**src/rtl/mem_wb_pipe_reg.sv**
```systemverilog
// MEM->WB pipeline stage register.
// Valid/ready handshake on both sides with an optional 2-entry skid buffer.
// Also provides a synchronous flush, a control bundle that is forced to zero
// during bubbles, and a saturating bubble counter.
// With SKID=1, in_ready is a flop, so there is no combinational path from
// out_ready to in_ready.
// With SKID=0, the stage holds a single entry. It can accept a new entry and
// drain the current one in the same cycle.
module mem_wb_pipe_reg #(
  parameter int DATA_W = 32,
  parameter int RD_W   = 5,
  parameter int CTRL_W = 8,
  parameter int SKID   = 1
) (
  input  logic              clk,
  input  logic              rst_n,
  input  logic              flush,
  input  logic              in_valid,
  output logic              in_ready,
  input  logic [DATA_W-1:0] mem_read_data,
  input  logic [DATA_W-1:0] alu_out,
  input  logic [RD_W-1:0]   rd,
  input  logic [CTRL_W-1:0] control_unit_signal,
  output logic              out_valid,
  input  logic              out_ready,
  output logic [DATA_W-1:0] o_mem_read_data,
  output logic [DATA_W-1:0] o_alu_out,
  output logic [RD_W-1:0]   o_rd,
  output logic [CTRL_W-1:0] o_control_unit_signal,
  output logic [15:0]       o_bubble_cnt
);

  // Occupancy states: EMPTY (nothing held), HALF (main holds the output entry),
  // FULL (main and skid both hold entries).
  localparam logic [1:0] ST_EMPTY = 2'd0;
  localparam logic [1:0] ST_HALF  = 2'd1;
  localparam logic [1:0] ST_FULL  = 2'd2;

  logic [1:0]        state_r;
  logic [1:0]        state_nxt_s;
  logic              out_valid_r;
  logic              in_ready_r;
  logic              in_ready_s;
  logic              in_xfer_s;
  logic              load_main_in_s;
  logic              load_main_skid_s;
  logic              load_skid_s;
  logic [15:0]       bubble_cnt_r;

  logic [DATA_W-1:0] main_mem_r;
  logic [DATA_W-1:0] main_alu_r;
  logic [RD_W-1:0]   main_rd_r;
  logic [CTRL_W-1:0] main_ctrl_r;
  logic [DATA_W-1:0] skid_mem_r;
  logic [DATA_W-1:0] skid_alu_r;
  logic [RD_W-1:0]   skid_rd_r;
  logic [CTRL_W-1:0] skid_ctrl_r;

  // Select the ready source: a registered flop in skid mode, a combinational term otherwise.
  always_comb begin
    if (SKID != 0) begin
      in_ready_s = in_ready_r;
    end else begin
      in_ready_s = ~out_valid_r | out_ready;
    end
    in_xfer_s = in_valid & in_ready_s;
  end

  // Next-state and payload-load decisions. Flush overrides everything else.
  always_comb begin
    state_nxt_s      = state_r;
    load_main_in_s   = 1'b0;
    load_main_skid_s = 1'b0;
    load_skid_s      = 1'b0;
    if (flush) begin
      state_nxt_s = ST_EMPTY;
    end else if (SKID != 0) begin
      case (state_r)
        ST_EMPTY: begin
          if (in_xfer_s) begin
            state_nxt_s    = ST_HALF;
            load_main_in_s = 1'b1;
          end else begin
            state_nxt_s = ST_EMPTY;
          end
        end
        ST_HALF: begin
          if (in_xfer_s && out_ready) begin
            state_nxt_s    = ST_HALF;
            load_main_in_s = 1'b1;
          end else if (in_xfer_s) begin
            state_nxt_s = ST_FULL;
            load_skid_s = 1'b1;
          end else if (out_ready) begin
            state_nxt_s = ST_EMPTY;
          end else begin
            state_nxt_s = ST_HALF;
          end
        end
        ST_FULL: begin
          if (out_ready) begin
            state_nxt_s      = ST_HALF;
            load_main_skid_s = 1'b1;
          end else begin
            state_nxt_s = ST_FULL;
          end
        end
        default: begin
          state_nxt_s = ST_EMPTY;
        end
      endcase
    end else begin
      if (in_xfer_s) begin
        state_nxt_s    = ST_HALF;
        load_main_in_s = 1'b1;
      end else if (out_ready) begin
        state_nxt_s = ST_EMPTY;
      end else begin
        state_nxt_s = state_r;
      end
    end
  end

  // Occupancy state and the registered handshake flags derived from it.
  always_ff @(posedge clk or negedge rst_n) begin
    if (!rst_n) begin
      state_r     <= ST_EMPTY;
      out_valid_r <= 1'b0;
      in_ready_r  <= 1'b1;
    end else begin
      state_r     <= state_nxt_s;
      out_valid_r <= (state_nxt_s != ST_EMPTY);
      in_ready_r  <= (state_nxt_s != ST_FULL);
    end
  end

  // Main payload register. It loads only on a transfer and otherwise holds its value.
  always_ff @(posedge clk or negedge rst_n) begin
    if (!rst_n) begin
      main_mem_r  <= {DATA_W{1'b0}};
      main_alu_r  <= {DATA_W{1'b0}};
      main_rd_r   <= {RD_W{1'b0}};
      main_ctrl_r <= {CTRL_W{1'b0}};
    end else if (load_main_in_s) begin
      main_mem_r  <= mem_read_data;
      main_alu_r  <= alu_out;
      main_rd_r   <= rd;
      main_ctrl_r <= control_unit_signal;
    end else if (load_main_skid_s) begin
      main_mem_r  <= skid_mem_r;
      main_alu_r  <= skid_alu_r;
      main_rd_r   <= skid_rd_r;
      main_ctrl_r <= skid_ctrl_r;
    end
  end

  // Skid payload register. It captures the overflow entry while the output is stalled.
  always_ff @(posedge clk or negedge rst_n) begin
    if (!rst_n) begin
      skid_mem_r  <= {DATA_W{1'b0}};
      skid_alu_r  <= {DATA_W{1'b0}};
      skid_rd_r   <= {RD_W{1'b0}};
      skid_ctrl_r <= {CTRL_W{1'b0}};
    end else if (load_skid_s) begin
      skid_mem_r  <= mem_read_data;
      skid_alu_r  <= alu_out;
      skid_rd_r   <= rd;
      skid_ctrl_r <= control_unit_signal;
    end
  end

  // Saturating count of bubble cycles. Only reset clears it.
  always_ff @(posedge clk or negedge rst_n) begin
    if (!rst_n) begin
      bubble_cnt_r <= 16'd0;
    end else if (!out_valid_r && (bubble_cnt_r != 16'hFFFF)) begin
      bubble_cnt_r <= bubble_cnt_r + 16'd1;
    end
  end

  // Output assignments. The control bundle is gated so that a bubble can never
  // trigger a register write.
  always_comb begin
    in_ready        = in_ready_s;
    out_valid       = out_valid_r;
    o_mem_read_data = main_mem_r;
    o_alu_out       = main_alu_r;
    o_rd            = main_rd_r;
    o_bubble_cnt    = bubble_cnt_r;
    if (out_valid_r) begin
      o_control_unit_signal = main_ctrl_r;
    end else begin
      o_control_unit_signal = {CTRL_W{1'b0}};
    end
  end

endmodule

```
**config.mk**
```make
export PLATFORM = sky130hd
export DESIGN_NAME = mem_wb_pipe_reg
export DESIGN_NICKNAME = d
export VERILOG_FILES = /design/src/rtl/mem_wb_pipe_reg.sv
export SDC_FILE = /design/constraint.sdc
export NUM_CORES = 1
export LEC_CHECK = 0
export ABC_AREA = 0
export CAP_MARGIN = 20
export CELL_PAD_IN_SITES_DETAIL_PLACEMENT = 1
export CELL_PAD_IN_SITES_GLOBAL_PLACEMENT = 2
export CORE_MARGIN = 5
export CORE_UTILIZATION = 30
export DETAILED_ROUTE_END_ITERATION = 16
export PLACE_DENSITY_LB_ADDON = 0.1
export SYNTH_ARGS = -nofsm -noshare
export SYNTH_HDL_FRONTEND = slang
export SYNTH_SLANG_ARGS = --single-unit
```
**constraint.sdc**
```tcl
create_clock -name clk -period 1.85 [get_ports clk]
set_input_delay 0.37 -clock clk [delete_from_list [all_inputs] [get_ports clk]]
set_output_delay 0.37 -clock clk [all_outputs]
set_load 0.02 [all_outputs]
```
==> results of run 1 <==
## layer usage
metal	vias up	routed length, µm
li1	2383	-
met1	2723	10200
met2	127	11400
met3	20	1280
met4	4	259
met5	-	19
## sequential cells by signal, summed over array words and instances, names as in the netlist
signal / flops
o_mem_read_data: 32
o_alu_out: 32
skid_mem_r: 32
o_bubble_cnt: 16
skid_rd_r: 5
out_valid: 1
skid_alu_r: 32
in_ready: 1
main_ctrl_r: 8
skid_ctrl_r: 8
o_rd: 5
state_r: 2
## kinds of logic after synthesis
logic type               after synthesis  share of synthesized area
AO/OA/AOI/OAI                        159                      0.181
adder cells (fa/ha/maj)                3                    0.00520
AND/OR/NAND/NOR                       50                     0.0430
XOR/XNOR                              15                     0.0182
multiplexers                          78                      0.122
flip-flops                           174                      0.603
buffers and inverters                 37                     0.0276
## cell type report
class | count | area, µm² | share of cell area
Clock inverter | 14 | 168 | 0.0149
Multi-Input combinational cell | 306 | 2990 | 0.265
Sequential cell | 174 | 4360 | 0.386
Inverter | 3 | 11.3 | 0.000998
Tap cell | 319 | 399 | 0.0354
Timing Repair Buffer | 249 | 2920 | 0.259
Clock buffer | 18 | 429 | 0.0381
## final timing paths
path                                            start                         endpoint  cells past startpoint
max                                in_ready$_DFF_PN1_  o_mem_read_data[17]$_DFFE_PN0P_                     10
min reg2reg                main_ctrl_r[1]$_DFFE_PN0P_       main_ctrl_r[1]$_DFFE_PN0P_                      1
min in group clk           main_ctrl_r[1]$_DFFE_PN0P_       main_ctrl_r[1]$_DFFE_PN0P_                      1
min                                             rst_n      o_bubble_cnt[2]$_DFFE_PN0P_                      2
max in group asynchronous                       rst_n        o_alu_out[31]$_DFFE_PN0P_                      3
max reg2reg                        in_ready$_DFF_PN1_  o_mem_read_data[17]$_DFFE_PN0P_                     10
## through the flow
| stage | util | total power, W | TNS (ps) | setup slack (ps) |
|---|---|---|---|---|
| finish | 0.478 | 0.0126 | -13840 | -174 |
| global route | 0.478 | 0.0133 | -25440 | -247 |
| CTS | 0.473 | 0.0126 | -20650 | -245 |
| detailed placement | 0.405 | 0.00852 | -59790 | -427 |
| global placement | 0.405 | 0.00837 | -55530 | -389 |
| floorplan | - | 0.00692 | -4700 | -70.4 |
## power by group through the flow
stage | Combinational, W | Sequential [W] | Clock [W]
6_report | 0.00352 | 0.00540 | 0.00372
5_1_grt | 0.00375 | 0.00552 | 0.00399
4_1_cts | 0.00347 | 0.00538 | 0.00380
3_5_place_dp | 0.00308 | 0.00544 | 0
3_3_place_gp | 0.00299 | 0.00538 | 0
2_1_floorplan | 0.00114 | 0.00578 | 0
## repair_timing
action,4_1_cts,5_1_grt
hold buffers,1,0
gates resized for setup,115,65
pin swaps,74,14
buffers inserted,27,6
endpoints found under the hold margin,24,0
gates cloned,21,5
setup endpoints to repair,155,166
## cells in the final DEF, fill, tap and decap left out, types with 3 or more instances in the layout
| cell | synthesis | final |
|---|---|---|
| sky130_fd_sc_hd__xnor2_1 | 14 | 14 |
| sky130_fd_sc_hd__mux2_4 | 0 | 71 |
| sky130_fd_sc_hd__buf_12 | 0 | 14 |
| sky130_fd_sc_hd__a21o_1 | 77 | 77 |
| sky130_fd_sc_hd__dlygate4sd2_1 | 0 | 23 |
| sky130_fd_sc_hd__and2_1 | 9 | 8 |
| sky130_fd_sc_hd__and3_1 | 3 | 3 |
| sky130_fd_sc_hd__inv_8 | 0 | 3 |
| sky130_fd_sc_hd__clkdlybuf4s50_1 | 0 | 140 |
| sky130_fd_sc_hd__mux2_2 | 78 | 7 |
| sky130_fd_sc_hd__nand3_1 | 5 | 5 |
| sky130_fd_sc_hd__inv_6 | 0 | 6 |
| sky130_fd_sc_hd__buf_8 | 0 | 6 |
| sky130_fd_sc_hd__nor2_4 | 1 | 3 |
| sky130_fd_sc_hd__buf_6 | 2 | 13 |
| sky130_fd_sc_hd__buf_4 | 8 | 22 |
| sky130_fd_sc_hd__nand2_1 | 11 | 10 |
| sky130_fd_sc_hd__nand4_1 | 7 | 7 |
| sky130_fd_sc_hd__dlymetal6s2s_1 | 0 | 10 |
| sky130_fd_sc_hd__a22o_1 | 77 | 77 |
| sky130_fd_sc_hd__and4_1 | 3 | 3 |
| sky130_fd_sc_hd__buf_16 | 0 | 13 |
| sky130_fd_sc_hd__inv_1 | 3 | 3 |
| sky130_fd_sc_hd__dfrtp_1 | 173 | 172 |
| sky130_fd_sc_hd__clkbuf_16 | 0 | 22 |
## synthesized netlist by cell type (all sizes together), types with 5 or more instances
cell type / count
dfrtp: 173
mux2: 78
a21o: 77
a22o: 77
buf: 22
xnor2: 14
clkbuf: 12
nand2: 11
and2: 9
nand4: 7
nand3: 5
## critical path, cell delays in order (launching register included)
cell,delay [ps]
sky130_fd_sc_hd__dfstp_2,530
sky130_fd_sc_hd__and2_4,160
sky130_fd_sc_hd__buf_6,100
sky130_fd_sc_hd__ha_4,120
sky130_fd_sc_hd__nand2_4,50
sky130_fd_sc_hd__a211oi_4,230
sky130_fd_sc_hd__buf_6,160
sky130_fd_sc_hd__nor2_4,110
sky130_fd_sc_hd__buf_12,180
sky130_fd_sc_hd__buf_16,130
sky130_fd_sc_hd__a21o_1,150
==> summary.md, run 1 <==
| Metric | Value |
|---|---|
| Detailed-route wire length | `23.1 mm` |
| Setup slack after layout | `-174 ps` |
| Clk root buf | `sky130_fd_sc_hd__clkbuf_16` |
| Number of nets at the end of the flow | `836` |
| Layout overhead on the synthesized area | `56.2%` |
| Post-synth ARST share | `1.00` |
| Post-layout min period | `2020 ps` |
| Die Wd | `165 µm` |
| Number of warnings printed during yosys synthesis | `0` |
| Area share of the leading cell type in the synthesized netlist | `0.600` |
| Antenna Diode Count | `0` |
| Placed Instances | `1007` |
| Required time of the worst setup path | `2160 ps` |
| First DRT Iteration DRCs | `163` |
| TritonCTS buffer count | `17` |
| Number of H-tree levels | `4` |
| Internal power | `between 0.008 and 0.009 W` |
| Largest area contributor in the netlist | `sky130_fd_sc_hd__dfrtp_1` |
| Synth Net Count | `601` |
| Total die area | `0.0273 mm²` |
| CP Data Arrival Time | `2340 ps` |
| GRT Max-Usage Layer | `met2` |
| Clk_lat worst skew | `roughly 430 ps` |
| Synthesized area per cell | `14.0 µm²` |
| Lkg Pwr | `5.52 nW` |
| CP Launch Type | `flip-flop` |
| Met1 usage in global routing | `0.216` |
| Clock power frac | `0.294` |
| Endpoint kind of the worst setup timing path | `flip-flop` |
| Post-synthesis instance total | `516` |
| Sequential share of the synthesized area | `0.603` |
| Worst VDD drop | `0.000600 V` |
| Design area | `around 0.011 mm²` |
| Number of slew-limit violations in the final report | `0` |
| Residual DRC | `0` |
| Starting density of the core | `0.306` |
| Net switching component of the power | `0.00375 W` |
| Placeable core region | `0.0236 mm²` |
| Combinational group share of total power | `0.278` |
| Crit path max fanout | `6` |
| Detailed-routing iteration count for the pre-antenna-repair pass | `4` |
| Cell area after technology mapping | `0.00722 mm²` |
| WHS | `slightly below 400 ps` |
| Fraction of layout cells with a size suffix above 1 | `0.257` |
| Netlist cell types | `34` |
| Transition time of the tightest slew-check pin | `564 ps` |
| Period utilization | `1.09` |
| Failing checks | `setup timing` |
| Met3 usage in global routing | `0.0509` |
| Layout fillers | `around 2400` |
| Floorplan die height | `165 µm` |
| Longest Clk Path Bufs | `2` |
| Global router's overall resource usage | `0.170` |
| Congestion Overflow GR | `0` |
| Fmax achieved | `0.494 GHz` |
| Fraction of met2 tracks used by global routing | `0.286` |
| Final setup fails | `139` |
| Ports placed on the boundary | `177` |
| Number of rows in the core area | `56` |
| Kind of path behind the tightest hold check | `input pin to asynchronous set/reset pin` |
| Max Clock Skew | `roughly 14 ps` |
| Most used DFF post-synth | `sky130_fd_sc_hd__dfrtp_1` |
| Buffers on Ports | `176` |
| Number of clock sinks | `~170` |
| Endpoints failing hold | `0` |
| Critical setup path kind | `flip-flop to flip-flop` |
| Total number of vias | `5257` |
| Relative max-transition margin | `0.623` |
| Sequential fraction of design power | `0.427` |
| Number of enable-type register cells in the synthesized netlist | `0` |
| TritonCTS clock tree | `yes` |
| Flop2flop setup slack | `-170 ps` |
| Top area cells in the synthesized netlist | `sky130_fd_sc_hd__dfrtp_1 60%, sky130_fd_sc_hd__mux2_2 12%, sky130_fd_sc_hd__a22o_1 9.3%` |
| Total placed instance area | `0.00956 mm²` |
| HPWL after detailed placement | `13.6 mm` |
| Run status | `finished, violations left` |
| Cell area power density | `1120 mW/mm²` |
| Via count of the first global-routing pass | `5981` |
| Antenna-violating nets left | `0` |
| Number of synthesized register bits | `174` |
| Pin count of the biggest net entering global routing | `49` |
| Post-layout instance count excluding filler cells | `1083` |
| Final routed wire length divided by cell count | `21.4 µm` |
| Global-route wire length before repair | `35.3 mm` |
| Initial antenna violation count | `2` |
| Switching Share | `0.297` |
| Setup repair after global routing missed its margin | `true` |
| Final weighted congestion in routability-driven placement | `0.748` |
| Via density | `4.85` |
| Clock transition at the registers of the reported paths | `80 ps` |
| Maximum Capacitance Violations | `0` |
(Power assumes the default switching activity.)
==> inputs of run 2 (changes only) <==
--- a/config.mk
+++ b/config.mk
@@ -13,6 +13,8 @@
 export CORE_UTILIZATION = 30
 export DETAILED_ROUTE_END_ITERATION = 16
 export PLACE_DENSITY_LB_ADDON = 0.1
+export SKIP_LAST_GASP = 1
 export SYNTH_ARGS = -nofsm -noshare
 export SYNTH_HDL_FRONTEND = slang
 export SYNTH_SLANG_ARGS = --single-unit
+export TNS_END_PERCENT = 5
==> run 2 against run 1 <==
The flow still finishes with violations (setup timing). Utilization fell by 4.2 points. Maximum frequency is 5.6% higher. Final cell count shrank 3.7%. Critical endpoint is now skid_mem_r[17]$_DFFE_PN0P_.
==> summary.md, run 2 (synthesis gave the netlist of run 1 again) <==
| Metric | Value |
|---|---|
| Run status | `finished, violations left` |
| Failing checks | `setup timing` |
| Via density | `4.83 (-0.55%)` |
| Cell area power density | `1160 mW/mm² (+3.3%)` |
| Total die area | `0.0273 mm² (unchanged)` |
| Total number of vias | `5035 (-4.2%)` |
| Global router's overall resource usage | `0.147 (-0.0232)` |
| Detailed-routing iteration count for the pre-antenna-repair pass | `4 (unchanged)` |
| Number of rows in the core area | `56 (unchanged)` |
| CP Launch Type | `flip-flop` |
| TritonCTS clock tree | `yes` |
| Starting density of the core | `0.306 (unchanged)` |
| Placeable core region | `0.0236 mm² (unchanged)` |
| Endpoints failing hold | `0 (unchanged)` |
| Required time of the worst setup path | `2160 ps (about the same)` |
| Core Util, Final | `0.436 (-0.0421)` |
| Congestion Overflow GR | `0 (unchanged)` |
| Final routed wire length divided by cell count | `19.0 µm (-11%)` |
| Crit path max fanout | `37 (+31)` |
| Maximum Capacitance Violations | `0 (unchanged)` |
| Post-layout min period | `1920 ps (-107 ps)` |
| Clock transition at the registers of the reported paths | `70 ps (about the same)` |
| Most used cells in the layout excluding fill and tap cells | `172 x sky130_fd_sc_hd__dfrtp_1, 165 x sky130_fd_sc_hd__clkdlybuf4s50_1, 77 x sky130_fd_sc_hd__a22o_1, 77 x sky130_fd_sc_hd__a21o_1, 75 x sky130_fd_sc_hd__mux2_2` |
| Lkg Pwr | `4.82 nW (-13%)` |
| Number of clock sinks | `174 (unchanged)` |
| Endpoint kind of the worst setup timing path | `flip-flop` |
| Pin count of the biggest net entering global routing | `53 (+8.2%)` |
| Clk_lat worst skew | `430 ps (about the same)` |
| Floorplan die height | `165 µm (unchanged)` |
| Antenna-violating nets left | `0 (unchanged)` |
| Final setup fails | `131 (-5.8%)` |
| HPWL after detailed placement | `13.4 mm (-1.4%)` |
| Max Clock Skew | `16.5 ps (+2.75 ps)` |
| Global-route wire length before repair | `31.1 mm (-12%)` |
| Die Wd | `165 µm (unchanged)` |
| Total placed instance area | `0.00959 mm² (+0.37%)` |
| Final weighted congestion in routability-driven placement | `0.735 (-1.7%)` |
| Antenna Diode Count | `0 (unchanged)` |
| Fraction of layout cells with a size suffix above 1 | `0.211 (-0.0452)` |
| Kind of path behind the tightest hold check | `flip-flop to flip-flop` |
| Via count of the first global-routing pass | `5715 (-4.4%)` |
| TritonCTS buffer count | `17 (unchanged)` |
| Detailed-route wire length | `19.8 mm (-14%)` |
| Residual DRC | `0 (unchanged)` |
| Setup slack after layout | `-66.0 ps (+107 ps)` |
| Relative max-transition margin | `0.620 (-0.00298)` |
| Most frequent standard cell in the layout excluding fill and tap cells | `sky130_fd_sc_hd__dfrtp_1` |
| Layout overhead on the synthesized area | `42.5%` |
| Longest Clk Path Bufs | `2 (unchanged)` |
| Number of nets at the end of the flow | `796 (-4.8%)` |
| Total power | `0.0119 W (-5.8%)` |
| Initial antenna violation count | `2 (unchanged)` |
| Number of slew-limit violations in the final report | `0 (unchanged)` |
| Design area | `0.0103 mm² (-8.8%)` |
| Fmax achieved | `0.522 GHz (+5.6%)` |
| Setup repair after global routing missed its margin | `true` |
| Transition time of the tightest slew-check pin | `564 ps (+0.601 ps)` |
| Clk root buf | `sky130_fd_sc_hd__clkbuf_16` |
| Worst VDD drop | `0.000462 V (-23%)` |
| Buffers on Ports | `176 (unchanged)` |
| Critical setup path kind | `flip-flop to flip-flop` |
| Number of H-tree levels | `4 (unchanged)` |
| Ports placed on the boundary | `177 (unchanged)` |
| Period utilization | `1.04 (-0.0581)` |
| CP Data Arrival Time | `2230 ps (-110 ps)` |
| First DRT Iteration DRCs | `125 (-23%)` |
run 2: layout make-up:
cell class | count | area [µm²]
Timing Repair Buffer | 210 | 2250
Tap cell | 319 | 399
Fill cell | 2467 | 13300
Sequential cell | 174 | 4360
Clock inverter | 13 | 126
Multi-Input combinational cell | 305 | 2690
Clock buffer | 19 | 443
Inverter | 3 | 11.3
run 2: critical path, cell delays in order (launching register included):
cell and delay, ps:
sky130_fd_sc_hd__dfstp_2 530, sky130_fd_sc_hd__and2_4 140, sky130_fd_sc_hd__ha_1 140, sky130_fd_sc_hd__nand3b_1 140, sky130_fd_sc_hd__nor2_4 190, sky130_fd_sc_hd__buf_12 270, sky130_fd_sc_hd__mux2_2 370
run 2: repair_timing:
| action | 4_1_cts | 5_1_grt |
|---|---|---|
| pin swaps | 0 | 1 |
| setup buffers | 1 | 1 |
| endpoints found under the hold margin | 44 | 0 |
| setup endpoints to repair | 171 | 187 |
| gates resized for setup | 9 | 9 |
| hold buffers | 1 | 0 |
| cloned | 0 | 3 |
run 2: worst paths after layout:
| check | depth (start not counted) | slack, ps | startpoint | endpoint |
|---|---|---|---|---|
| worst min-delay path | 1 | 470 | main_ctrl_r[1]$_DFFE_PN0P_ | main_ctrl_r[1]$_DFFE_PN0P_ |
| worst max-delay path | 6 | -70 | in_ready$_DFF_PN1_ | skid_mem_r[17]$_DFFE_PN0P_ |
| worst min register to register | 1 | 470 | main_ctrl_r[1]$_DFFE_PN0P_ | main_ctrl_r[1]$_DFFE_PN0P_ |
| min in group asynchronous | 2 | 490 | rst_n | o_bubble_cnt[15]$_DFFE_PN0P_ |
| worst max register to register | 6 | -70 | in_ready$_DFF_PN1_ | skid_mem_r[17]$_DFFE_PN0P_ |
| max in group asynchronous | 3 | 780 | rst_n | o_mem_read_data[20]$_DFFE_PN0P_ |
run 2: layer usage:
| layer | track usage | part of all wire |
|---|---|---|
| met3 | 0.0524 | 0.071 |
| met5 | 0 | 0.0014 |
| met4 | 0.0378 | 0.011 |
| met2 | 0.244 | 0.49 |
| met1 | 0.182 | 0.43 |
run 2: through the flow:
step	setup WS [ps]	instances	hold slack (ps)	TNS [ps]
after floorplan	-70.4	516	74.4	-4700
after global placement	-498	1005	381	-65190
after detailed placement	-530	1005	381	-68900
after CTS	-228	1039	477	-9390
after global routing	-138	1043	487	-16300
final	-66.0	1043	472	-4170
run 2: power breakdown:
part / internal [W] / switching (W) / leakage [nW] / total [W]
clock: 0.00182 / 0.00167 / 0.267 / 0.00348
sequential: 0.00477 / 0.000600 / 2.17 / 0.00537
combinational: 0.00173 / 0.00133 / 2.39 / 0.00305
